==> src/rtl/hammer_hit_detector_if.sv <==
// Signal bundle between the hit detector, the mole controller and the hammer debouncer.
interface hammer_hit_detector_if #(
  parameter int LANES  = 5,
  parameter int MISS_W = 8
);
  logic              enable;
  logic              clear_miss;
  logic [LANES-1:0]  mole_led;
  logic [LANES-1:0]  swith;
  logic              hammer_pulse;
  logic [LANES-1:0]  hit_vec;
  logic              miss_pulse;
  logic [MISS_W-1:0] miss_count;
  logic [LANES-1:0]  primed_vec;
  logic              lockout_busy;

  modport master (
    output enable, clear_miss, mole_led, swith, hammer_pulse,
    input  hit_vec, miss_pulse, miss_count, primed_vec, lockout_busy
  );

  modport slave (
    input  enable, clear_miss, mole_led, swith, hammer_pulse,
    output hit_vec, miss_pulse, miss_count, primed_vec, lockout_busy
  );
endinterface

==> src/rtl/hammer_hit_detector.sv <==
// Per-lane hit qualifier: synchronises lane switches, tracks each lit mole through
// IDLE/ARMED/PRIMED/SPENT and turns accepted hammer strikes into hit or miss pulses.
module hammer_hit_detector #(
  parameter int LANES          = 5,
  parameter int SYNC_STAGES    = 2,
  parameter int LOCKOUT_CYCLES = 1_000_000,
  parameter int MISS_W         = 8
) (
  input  logic                 clk,
  input  logic                 reset,
  hammer_hit_detector_if.slave bus
);

  localparam int                CNT_W     = (LOCKOUT_CYCLES > 1) ? $clog2(LOCKOUT_CYCLES) : 1;
  localparam logic [CNT_W-1:0]  LOCK_LOAD = CNT_W'(LOCKOUT_CYCLES - 1);
  localparam logic [MISS_W-1:0] MISS_MAX  = '1;

  typedef enum logic [1:0] {IDLE, ARMED, PRIMED, SPENT} lane_state_e;

  function automatic logic [MISS_W-1:0] sat_inc(input logic [MISS_W-1:0] v);
    return (v == MISS_MAX) ? v : v + MISS_W'(1);
  endfunction

  logic [LANES-1:0]  sync_q [SYNC_STAGES];
  logic [LANES-1:0]  sw_s;
  logic [LANES-1:0]  sw_prev_q;
  logic [LANES-1:0]  sw_edge_q;
  logic [LANES-1:0]  led_prev_q;
  logic [LANES-1:0]  led_rise;

  lane_state_e       state_q [LANES];
  lane_state_e       state_d [LANES];

  logic [LANES-1:0]  hit_d, hit_q;
  logic              miss_d, miss_q;
  logic [MISS_W-1:0] miss_cnt_d, miss_cnt_q;
  logic [CNT_W-1:0]  lock_d, lock_q;
  logic [LANES-1:0]  primed;
  logic              strike;

  assign sw_s     = sync_q[SYNC_STAGES-1];
  assign led_rise = bus.mole_led & ~led_prev_q;
  assign strike   = bus.hammer_pulse & bus.enable & (lock_q == '0);

  // Input stage: switch synchronisers, registered both-edge detect, LED history
  always_ff @(posedge clk) begin
    if (reset) begin
      for (int s = 0; s < SYNC_STAGES; s++) sync_q[s] <= '0;
      sw_prev_q  <= '0;
      sw_edge_q  <= '0;
      led_prev_q <= '0;
    end else begin
      sync_q[0] <= bus.swith;
      for (int s = 1; s < SYNC_STAGES; s++) sync_q[s] <= sync_q[s-1];
      sw_prev_q  <= sw_s;
      sw_edge_q  <= sw_s ^ sw_prev_q;
      led_prev_q <= bus.mole_led;
    end
  end

  // Lane FSMs: disable and a dark LED override everything, including a coincident strike
  always_comb begin
    hit_d = '0;
    for (int i = 0; i < LANES; i++) begin
      state_d[i] = state_q[i];
      if (!bus.enable || !bus.mole_led[i]) begin
        state_d[i] = IDLE;
      end else begin
        case (state_q[i])
          IDLE:    if (led_rise[i]) state_d[i] = ARMED;
          ARMED:   if (sw_edge_q[i] && !led_rise[i]) state_d[i] = PRIMED;
          PRIMED:  if (strike && sw_s[i]) begin
                     state_d[i] = SPENT;
                     hit_d[i]   = 1'b1;
                   end
          SPENT:   state_d[i] = SPENT;
          default: state_d[i] = IDLE;
        endcase
      end
    end
  end

  always_comb begin
    miss_d = strike & ~(|hit_d);

    miss_cnt_d = miss_cnt_q;
    if (bus.clear_miss)          miss_cnt_d = '0;
    else if (bus.enable && miss_q) miss_cnt_d = sat_inc(miss_cnt_q);

    lock_d = lock_q;
    if (!bus.enable)        lock_d = '0;
    else if (strike)        lock_d = LOCK_LOAD;
    else if (lock_q != '0)  lock_d = lock_q - CNT_W'(1);

    for (int i = 0; i < LANES; i++) primed[i] = (state_q[i] == PRIMED);
  end

  // Output stage: registered hit/miss pulses, miss counter, lockout timer
  always_ff @(posedge clk) begin
    if (reset) begin
      for (int i = 0; i < LANES; i++) state_q[i] <= IDLE;
      hit_q      <= '0;
      miss_q     <= 1'b0;
      miss_cnt_q <= '0;
      lock_q     <= '0;
    end else begin
      for (int i = 0; i < LANES; i++) state_q[i] <= state_d[i];
      hit_q      <= hit_d;
      miss_q     <= miss_d;
      miss_cnt_q <= miss_cnt_d;
      lock_q     <= lock_d;
    end
  end

  assign bus.hit_vec      = hit_q;
  assign bus.miss_pulse   = miss_q;
  assign bus.miss_count   = miss_cnt_q;
  assign bus.primed_vec   = primed;
  assign bus.lockout_busy = (lock_q != '0);

endmodule

==> src/flat_wrapper.sv <==
// flat-port wrapper written by rule: the top's interface ports become plain ports
module hammer_hit_detector_flat 
#(
  parameter int LANES          = 5,
  parameter int SYNC_STAGES    = 2,
  parameter int LOCKOUT_CYCLES = 1_000_000,
  parameter int MISS_W         = 8
)
  (clk, reset, bus_enable, bus_clear_miss, bus_mole_led, bus_swith, bus_hammer_pulse, bus_hit_vec, bus_miss_pulse, bus_miss_count, bus_primed_vec, bus_lockout_busy);
  hammer_hit_detector_if #(.LANES(LANES), .MISS_W(MISS_W)) bus_i ();
  input  logic clk;
  input  logic reset;
  input wire logic [$bits(bus_i.enable)-1:0] bus_enable;
  input wire logic [$bits(bus_i.clear_miss)-1:0] bus_clear_miss;
  input wire logic [$bits(bus_i.mole_led)-1:0] bus_mole_led;
  input wire logic [$bits(bus_i.swith)-1:0] bus_swith;
  input wire logic [$bits(bus_i.hammer_pulse)-1:0] bus_hammer_pulse;
  output wire logic [$bits(bus_i.hit_vec)-1:0] bus_hit_vec;
  output wire logic [$bits(bus_i.miss_pulse)-1:0] bus_miss_pulse;
  output wire logic [$bits(bus_i.miss_count)-1:0] bus_miss_count;
  output wire logic [$bits(bus_i.primed_vec)-1:0] bus_primed_vec;
  output wire logic [$bits(bus_i.lockout_busy)-1:0] bus_lockout_busy;
  assign bus_i.enable = bus_enable;
  assign bus_i.clear_miss = bus_clear_miss;
  assign bus_i.mole_led = bus_mole_led;
  assign bus_i.swith = bus_swith;
  assign bus_i.hammer_pulse = bus_hammer_pulse;
  assign bus_hit_vec = bus_i.hit_vec;
  assign bus_miss_pulse = bus_i.miss_pulse;
  assign bus_miss_count = bus_i.miss_count;
  assign bus_primed_vec = bus_i.primed_vec;
  assign bus_lockout_busy = bus_i.lockout_busy;
  hammer_hit_detector #(.LANES(LANES), .SYNC_STAGES(SYNC_STAGES), .LOCKOUT_CYCLES(LOCKOUT_CYCLES), .MISS_W(MISS_W)) u_core (.clk(clk), .reset(reset), .bus(bus_i));
endmodule
==> config.mk <==
export PLATFORM = sky130hd
export DESIGN_NAME = hammer_hit_detector_flat
export DESIGN_NICKNAME = d
export VERILOG_FILES = /design/src/rtl/hammer_hit_detector_if.sv /design/src/rtl/hammer_hit_detector.sv /design/src/flat_wrapper.sv
export SDC_FILE = /design/constraint.sdc
export NUM_CORES = 1
export LEC_CHECK = 0
export CORE_ASPECT_RATIO = 1.75
export CORE_UTILIZATION = 59
export CTS_CLUSTER_SIZE = 14
export DETAILED_ROUTE_END_ITERATION = 7
export GPL_TIMING_DRIVEN = 0
export HOLD_SLACK_MARGIN = 0.02
export PLACE_DENSITY = 0.94
export SYNTH_ARGS = -nofsm -noshare
export SYNTH_HDL_FRONTEND = slang
export SYNTH_SLANG_ARGS = --single-unit
==> constraint.sdc <==
create_clock -name clk -period 4.7 [get_ports clk]
set_clock_uncertainty 0.05 [all_clocks]
set_input_delay 0.94 -clock clk [delete_from_list [all_inputs] [get_ports clk]]
set_output_delay 0.94 -clock clk [all_outputs]
set_load 0.05 [all_outputs]
### Yosys cells after proc, flatten, opt, wreduce, memory -nomap -nowiden

Memory sizes are Yosys's and may differ from the RTL's.
Index checks and enable logic that the tools add are counted.

| storage, ports and cells | value |
|---|---|
| bits in writable memories | 20 |
| logic and storage cells | 136 |
| output and inout bits | 20 |
| memories kept | 2 |
| register bits | 49 |
| bits of input ports | 15 |

| operators by class | value |
|---|---|
| equal/unequal tests | 16 |
| reduce and logical (&&, ||, !) cells | 40 |
| add/sub/neg operators | 2 |
| mux-type cells | 52 |
| bitwise gates (word level) | 16 |

Memories:

| name | depth | bits a word | read ports | clocked after memory_dff | wr ports | line | RTL |
|---|---|---|---|---|---|---|---|
| u_core.state_q | 5 | 2 | 5 | 0 | 5 | hammer_hit_detector.sv:31 | `lane_state_e state_q [LANES];` |
| u_core.sync_q | 2 | 5 | 2 | 0 | 2 | hammer_hit_detector.sv:24 | `logic [LANES-1:0] sync_q [SYNC_STAGES];` |

Operator list:

| cell | number |
|---|---|
| 2-bit two-way mux | 25 |
| 20-bit two-way mux | 2 |
| 2-bit one-hot mux with 4 select lines | 5 |
| 2-bit == test, second input constant | 10 |
| 20-bit zero test | 1 |
| 20-bit nonzero test | 1 |
| 20-bit by 1-bit subtractor with 20-bit output, second input constant | 1 |
| 1-bit two-way mux | 18 |
| 1-bit logical AND | 11 |
| 1-bit zero test | 11 |
| 2-bit by 1-bit == test with 1-bit output, second input constant | 5 |
| 2-bit zero test | 5 |
| 5-bit two-way mux | 2 |
| 8-bit by 1-bit adder with 8-bit output, second input constant | 1 |
| 8-bit == test, second input constant | 1 |
| 1-bit bitwise OR | 7 |
| 5-bit AND | 1 |
| 1-bit logical OR | 5 |
| 5-bit NOT | 1 |
| 5-bit OR reduction | 1 |
| 5-bit XOR | 1 |
| 2-bit OR reduction | 2 |
| 1-bit AND | 3 |
| 1-bit NOT | 3 |
| 3 further kinds | 3 |

### Logic depth before layout (Yosys ltp)

| logic depth | value |
|---|---|
| depth after elaboration | 9 |
| depth in mapped cells | 7 |

### Least setup slack after synthesis

No wires, ideal clock.

| path | value |
|---|---|
| path kind | reg-to-output |
| start point | register u_core.lock_q[11] |
| end point | output port bus_lockout_busy |
| data required time | 3710 ps |
| stages on the path, launching flop included | 5 |
| buffers on the path | 1 |
| setup slack | 2073 ps |
| data arrival time | 1637 ps |
| path through | dfxtp_1 or4_4 nor4_4 buf_6 nand2_2 |

| on the way | value |
|---|---|
| word-level cells in the longest chain between the ends | 1 |

RTL lines:

| element | line | RTL |
|---|---|---|
| from (decl) | hammer_hit_detector.sv:37 | `logic [CNT_W-1:0] lock_d, lock_q;` |
| from (signal assigned) | hammer_hit_detector.sv:111 | `lock_q <= lock_d;` |
| 20-bit nonzero test | hammer_hit_detector.sv:119 | `assign bus.lockout_busy = (lock_q != '0);` |
| to (decl) | flat_wrapper.sv:22 | `output wire logic [$bits(bus_i.lockout_busy)-1:0] bus_lockout_busy;` |

Every way passes these cells.

### Worst setup path after layout

Same ends and word-level chain as after synthesis.

==> results.ini <==
[cells_and_area]
diodes=0
regArea_mm2=0.00138
area_growth_pct=19.8
multi_input_area_mm2=0.00150
final_nets=383
fillCellCount=311
fin_cells=422
drive_gt1_share_pct=8.11

[global_route]
gr-usage-all-layers_pct=27.0
grt_pass1_wl_um=11000
grt-ovfl-total=0
antenna_found_initial=0
grt_pass1_vias=2507
grt_max_degree=14

[cts]
hold_buffers=0
cts_tree=done
cts.sinks=69
cts_resized=0
htree_levels=3
clock_latency_ns=0.35
cts_buffers=9
root_buffer=clkbuf_8
cts.path.max_buffers=2
clkTransAtPathRegs_ns=0.08
cts_setup_buffers=0

[floorplanning]
die_w_um=55.7
die_h_um=96.0
coreArea_mm2=0.00475
dieArea_mm2=0.00534
initial_core_util_pct=62.7
ios=35
rows=33

[power_and_ir_drop]
cellLeakagePower_nw=1.30
powerDensity_mw_per_mm2=765
peakVddDrop_mv=0.711

[timing]
hold_ws_ns=0.404
maxSlewViolCount=0
rsz0062_at_grt=no
min_period_over_period_pct=82.0
max_freq_mhz=259
hold_violations=0
layout_min_cycle_time_ns=3.85
setup_viol=0
worst_slew_pin_slew_ns=0.982
setup_tns_ns=0
maxSlewHeadroom_pct=33.9

[synth]
syn_area_mm2=0.00298
synthArstFlopShare_pct=0
syn_inst=320
ys_seq_area_share_pct=46.4
yosys.area.top_type=dfxtp_1
yosys.cell_types.count=51
ys_ff_latch=69
avgSynthCellArea_um2=9.30
netlist_top_cells_area=dfxtp_1, nor2b_1, a211oi_1
syn_nets=338
synthFlopType=dfxtp_1
yosysWarnings=0
synth_edf_count=0
yosys.area.top_type_share_pct=46.4

[min_path]
hp-class=flop to flop

[setup_path]
regToRegSetupSlack_ns=2.46
timing_worst_setup_path_type=flop to output port
critPathRequiredTime_ns=3.71
path_delay_family=simple AND/OR/NAND/NOR gates
crit_fanout=10
cp_num_buf_inv=2
slowest_delay_ns=0.72
startpoint_type=flop
critPathCaptureType=output port
crit_path_top_delay_cell=clkdlybuf4s50_1
worstPathArrival_ns=2.86
worstPathCellList=or4_4 -> nor4_4 -> buf_6 -> nand2_2 -> clkdlybuf4s50_1

[route]
vias=2604
routed.top_layer=met4
avgRoutedWirePerCell_um=15.8
met3_length_um=309
route.met2.wl_um=3440
initialDrtViolationCount=161
dr.pass1.iters=5
wl_met1_um=2660
drcViolationCount=0
drt-total-wl_um=6680
ant_nets=0
vias_per_cell=6.17

[place]
gp_congestion=0.892
dpl.cell_count=406
io_buffers=34
hpwlAfterDp_um=4590

[job]
cap_violations=0

[status]
status=finished clean

[path summary, 6_finish.rpt]
path                                     startpoint                    end  cells past startpoint
worst max-delay path              u_core.lock_q[11]       bus_lockout_busy                      5
worst min-delay path            u_core.sync_q[0][0]    u_core.sync_q[0][5]                      1
worst max register to register    u_core.lock_q[11]  u_core.bus.miss_pulse                      5
worst min register to register  u_core.sync_q[0][0]    u_core.sync_q[0][5]                      1
[Yosys cell counts (5+ instances only)]
master / n
nor2b_1: 32
dfxtp_1: 69
nor2_1: 28
inv_1: 10
clkbuf_1: 8
xnor2_1: 6
nand4_1: 6
a211oi_1: 14
a31oi_1: 13
nand3_1: 16
nor4_1: 5
nor3b_1: 6
or3_1: 6
nand2_1: 15
a21oi_1: 12
nor3_1: 7
[power breakdown]
| part | total, mW | switching [mW] | internal, mW |
|---|---|---|---|
| clock | 0.443 | 0.232 | 0.211 |
| combinational | 1.51 | 0.949 | 0.561 |
| sequential | 0.772 | 0.0998 | 0.672 |
[routing by layer]
layer / GRT usage, % / up-vias
li1: - / 1270
met3: 5.51 / 28
met1: 28.0 / 1214
met4: 20.2 / 0
met5: 0 / -
met2: 47.9 / 92
[final cells by class]
class                   count  area share [%]
clock inverters             5            1.16
plain buffers              12            1.68
inverters                  10            1.05
repair buffers             34            9.55
multi-input cells         229            42.0
well taps                  52            1.83
clock buffers              11            3.97
flip-flops and latches     69            38.8
[cell families (layout without fill, tap and decap cells)]
group / count (synthesis) / count (layout) / share of synthesized area, %
and+or+nand+nor: 150 / 150 / 30.4
DFF: 69 / 69 / 46.4
AOI/OAI and AO/OA: 65 / 65 / 15.3
buffers and inverters: 22 / 72 / 3.28
xor gates and xnor gates: 8 / 8 / 2.35
adders and majority gates: 3 / 3 / 1.26
muxes: 3 / 3 / 1.01
[layout by cell type (no fill, tap or decap), types with 7 or more instances in the layout]
master,n
a211oi_1,14
a21oi_1,12
a31oi_1,13
clkbuf_1,9
clkbuf_8,10
clkdlybuf4s50_1,34
dfxtp_1,69
inv_1,10
nand2_1,15
nand3_1,16
nor2_1,28
nor2b_1,32
nor3_1,7
[stage by stage]
| stage | instance area, um^2 | utilization, % | total power [mW] | setup WS, ns |
|---|---|---|---|---|
| finish | 3560 | 75.1 | 2.73 | 0.846 |
| global route | 3560 | 75.1 | 2.90 | 0.738 |
| CTS | 3560 | 75.1 | 2.71 | 0.832 |
| detailed placement | 3380 | 71.2 | 2.25 | 1.23 |
| global placement | 3380 | 71.2 | 2.20 | 1.25 |
| floorplan | 2980 | - | 1.90 | 2.07 |
[state kept, by name, summed over array words and instances (netlist names)]
signal                 count
u_core.bus.hit_vec         5
u_core.bus.miss_count      8
u_core.bus.miss_pulse      1
u_core.led_prev_q          5
u_core.lock_q             20
u_core.state_q            10
u_core.sw_edge_q           5
u_core.sw_prev_q           5
u_core.sync_q             10
(Power assumes the default switching activity.)
==> RTL change (same flow settings) <==
`LOCKOUT_CYCLES` is set to 1_000_000 in 2 places; all go to 500_000.
--- a/src/rtl/hammer_hit_detector.sv
+++ b/src/rtl/hammer_hit_detector.sv
@@ -4,5 +4,5 @@
   parameter int LANES          = 5,
   parameter int SYNC_STAGES    = 2,
-  parameter int LOCKOUT_CYCLES = 1_000_000,
+  parameter int LOCKOUT_CYCLES = 500_000,
   parameter int MISS_W         = 8
 ) (
--- a/src/flat_wrapper.sv
+++ b/src/flat_wrapper.sv
@@ -4,5 +4,5 @@
   parameter int LANES          = 5,
   parameter int SYNC_STAGES    = 2,
-  parameter int LOCKOUT_CYCLES = 1_000_000,
+  parameter int LOCKOUT_CYCLES = 500_000,
   parameter int MISS_W         = 8
 )
Formal check against the unedited RTL: no difference found for any inputs over 10 cycles, from zero or initial values and one cycle with reset high; that may be too few to reach the edited logic, so the function may still have changed.
==> RTL change against the unedited design <==
Cell area fell by 5.5%. Worst setup slack improved by 0.098 ns. Synthesized cell count decreased by 9.7%. Sequential cell count decreased by 1. Clock power is 18% higher. Utilization is 0.74 points higher. Power fell by 21%. Synthesized area is 7.7% lower. First-iteration DRC count is 73% lower. Die area shrank 7.4%. Sequential share of layout area grew 1.7 points. Via count fell by 12%. Routed wire length fell by 12%.
==> RTL change: results (changes against the unedited design) <==
Hold WS=0.391 ns (was 0.404 ns); HPWL after DPL=4120 um (was 4590 um); Pre-antenna DRT Iters=4 (was 5); # clk buffers=10 (was 11); Register-to-Register Path Depth=7 (was 5); Slew HR=47.8% (was 33.9%); Post-Synth Adder-Cell Area=1.37% (was 1.26%); WL final=5890 um (was 6680 um); static leakage=1.21 nW (was 1.30 nW); XOR/XNOR share of the synthesized area=3.50% (was 2.35%); synth unique cells=46 (was 51); worst min-delay path startpoint=u_core.sync_q[0][2]$_SDFF_PP0_ (was u_core.sync_q[0][0]$_SDFF_PP0_); GRT Util Overall=28.1% (was 27.0%); clk sinks=68 (was 69); synth top area cells=dfxtp_1, nor2b_1, nor2_1, nand2_1, a211oi_1 (was dfxtp_1, nor2b_1, a211oi_1, nor2_1, a31oi_1); clk tree area frac=6.42% (was 5.12%); Final GP Congestion=0.879 (was 0.892); cell area after placement=0.00315 mm2 (was 0.00338 mm2); WHS Endpoint=u_core.sync_q[0][7]$_SDFF_PP0_ (was u_core.sync_q[0][5]$_SDFF_PP0_); worst vdd ir=0.637 mV (was 0.711 mV); status=finished clean (unchanged); Regs by FF count=u_core.lock_q (19), u_core.state_q (10), u_core.sync_q (10) (was u_core.lock_q (20), u_core.state_q (10), u_core.sync_q (10)); Inverters=5 (was 10); CP arrival=2.77 ns (was 2.86 ns); Vias=2288 (was 2604); fill count=294 (was 311); Syn Nets=307 (was 338); Plain + repair buffers=42 (was 46); Commonest cells post-synth=dfxtp_1, nor2b_1, nor2_1, nand2_1, nand3_1 (was dfxtp_1, nor2b_1, nor2_1, nand3_1, nand2_1); multi-input gates=208 (was 229); post-synthesis compound-gate area fraction=11.1% (was 15.3%); mux contribution to synthesized area=0.364% (was 1.01%); R2R setup slack=2.37 ns (was 2.46 ns); Layout non-clock buf frac=11.3% (was 11.2%); Final nets=352 (was 383); share of cells above drive strength 1=10.0% (was 8.11%)
## RTL change: cell count changes after synthesis, moves of 3 or more
cell	change
inv_1	-6
nand3_1	-3
nor4_1	-3
nand4_1	-4
o31a_1	-4
and3_1	-3
a31oi_1	-5
nand2_1	+10
xnor2_1	+4
o31ai_1	-4
## RTL change: stage by stage
stage | utilization [%] | setup WS [ns] | instances
4_1_cts | 75.8 | 0.937 | 390
3_5_place_dp | 70.9 | 1.33 | 374
5_1_grt | 75.8 | 0.806 | 390
6_report | 75.8 | 0.944 | 390
2_1_floorplan | - | 2.19 | 289
3_3_place_gp | 70.9 | 1.34 | 374
## RTL change: metal layers
layer  global-route usage, %  up-vias  wire length [um]
li1                        -     1121                 -
met1                    29.4     1103              2290
met2                    48.3       47              3210
met3                    7.39       17               229
met4                    15.1        0               155
met5                       0        -                 0
## RTL change: power breakdown
part / internal, mW / switching [mW]
registers: 0.650 / 0.102
clock network: 0.299 / 0.225
logic: 0.355 / 0.515
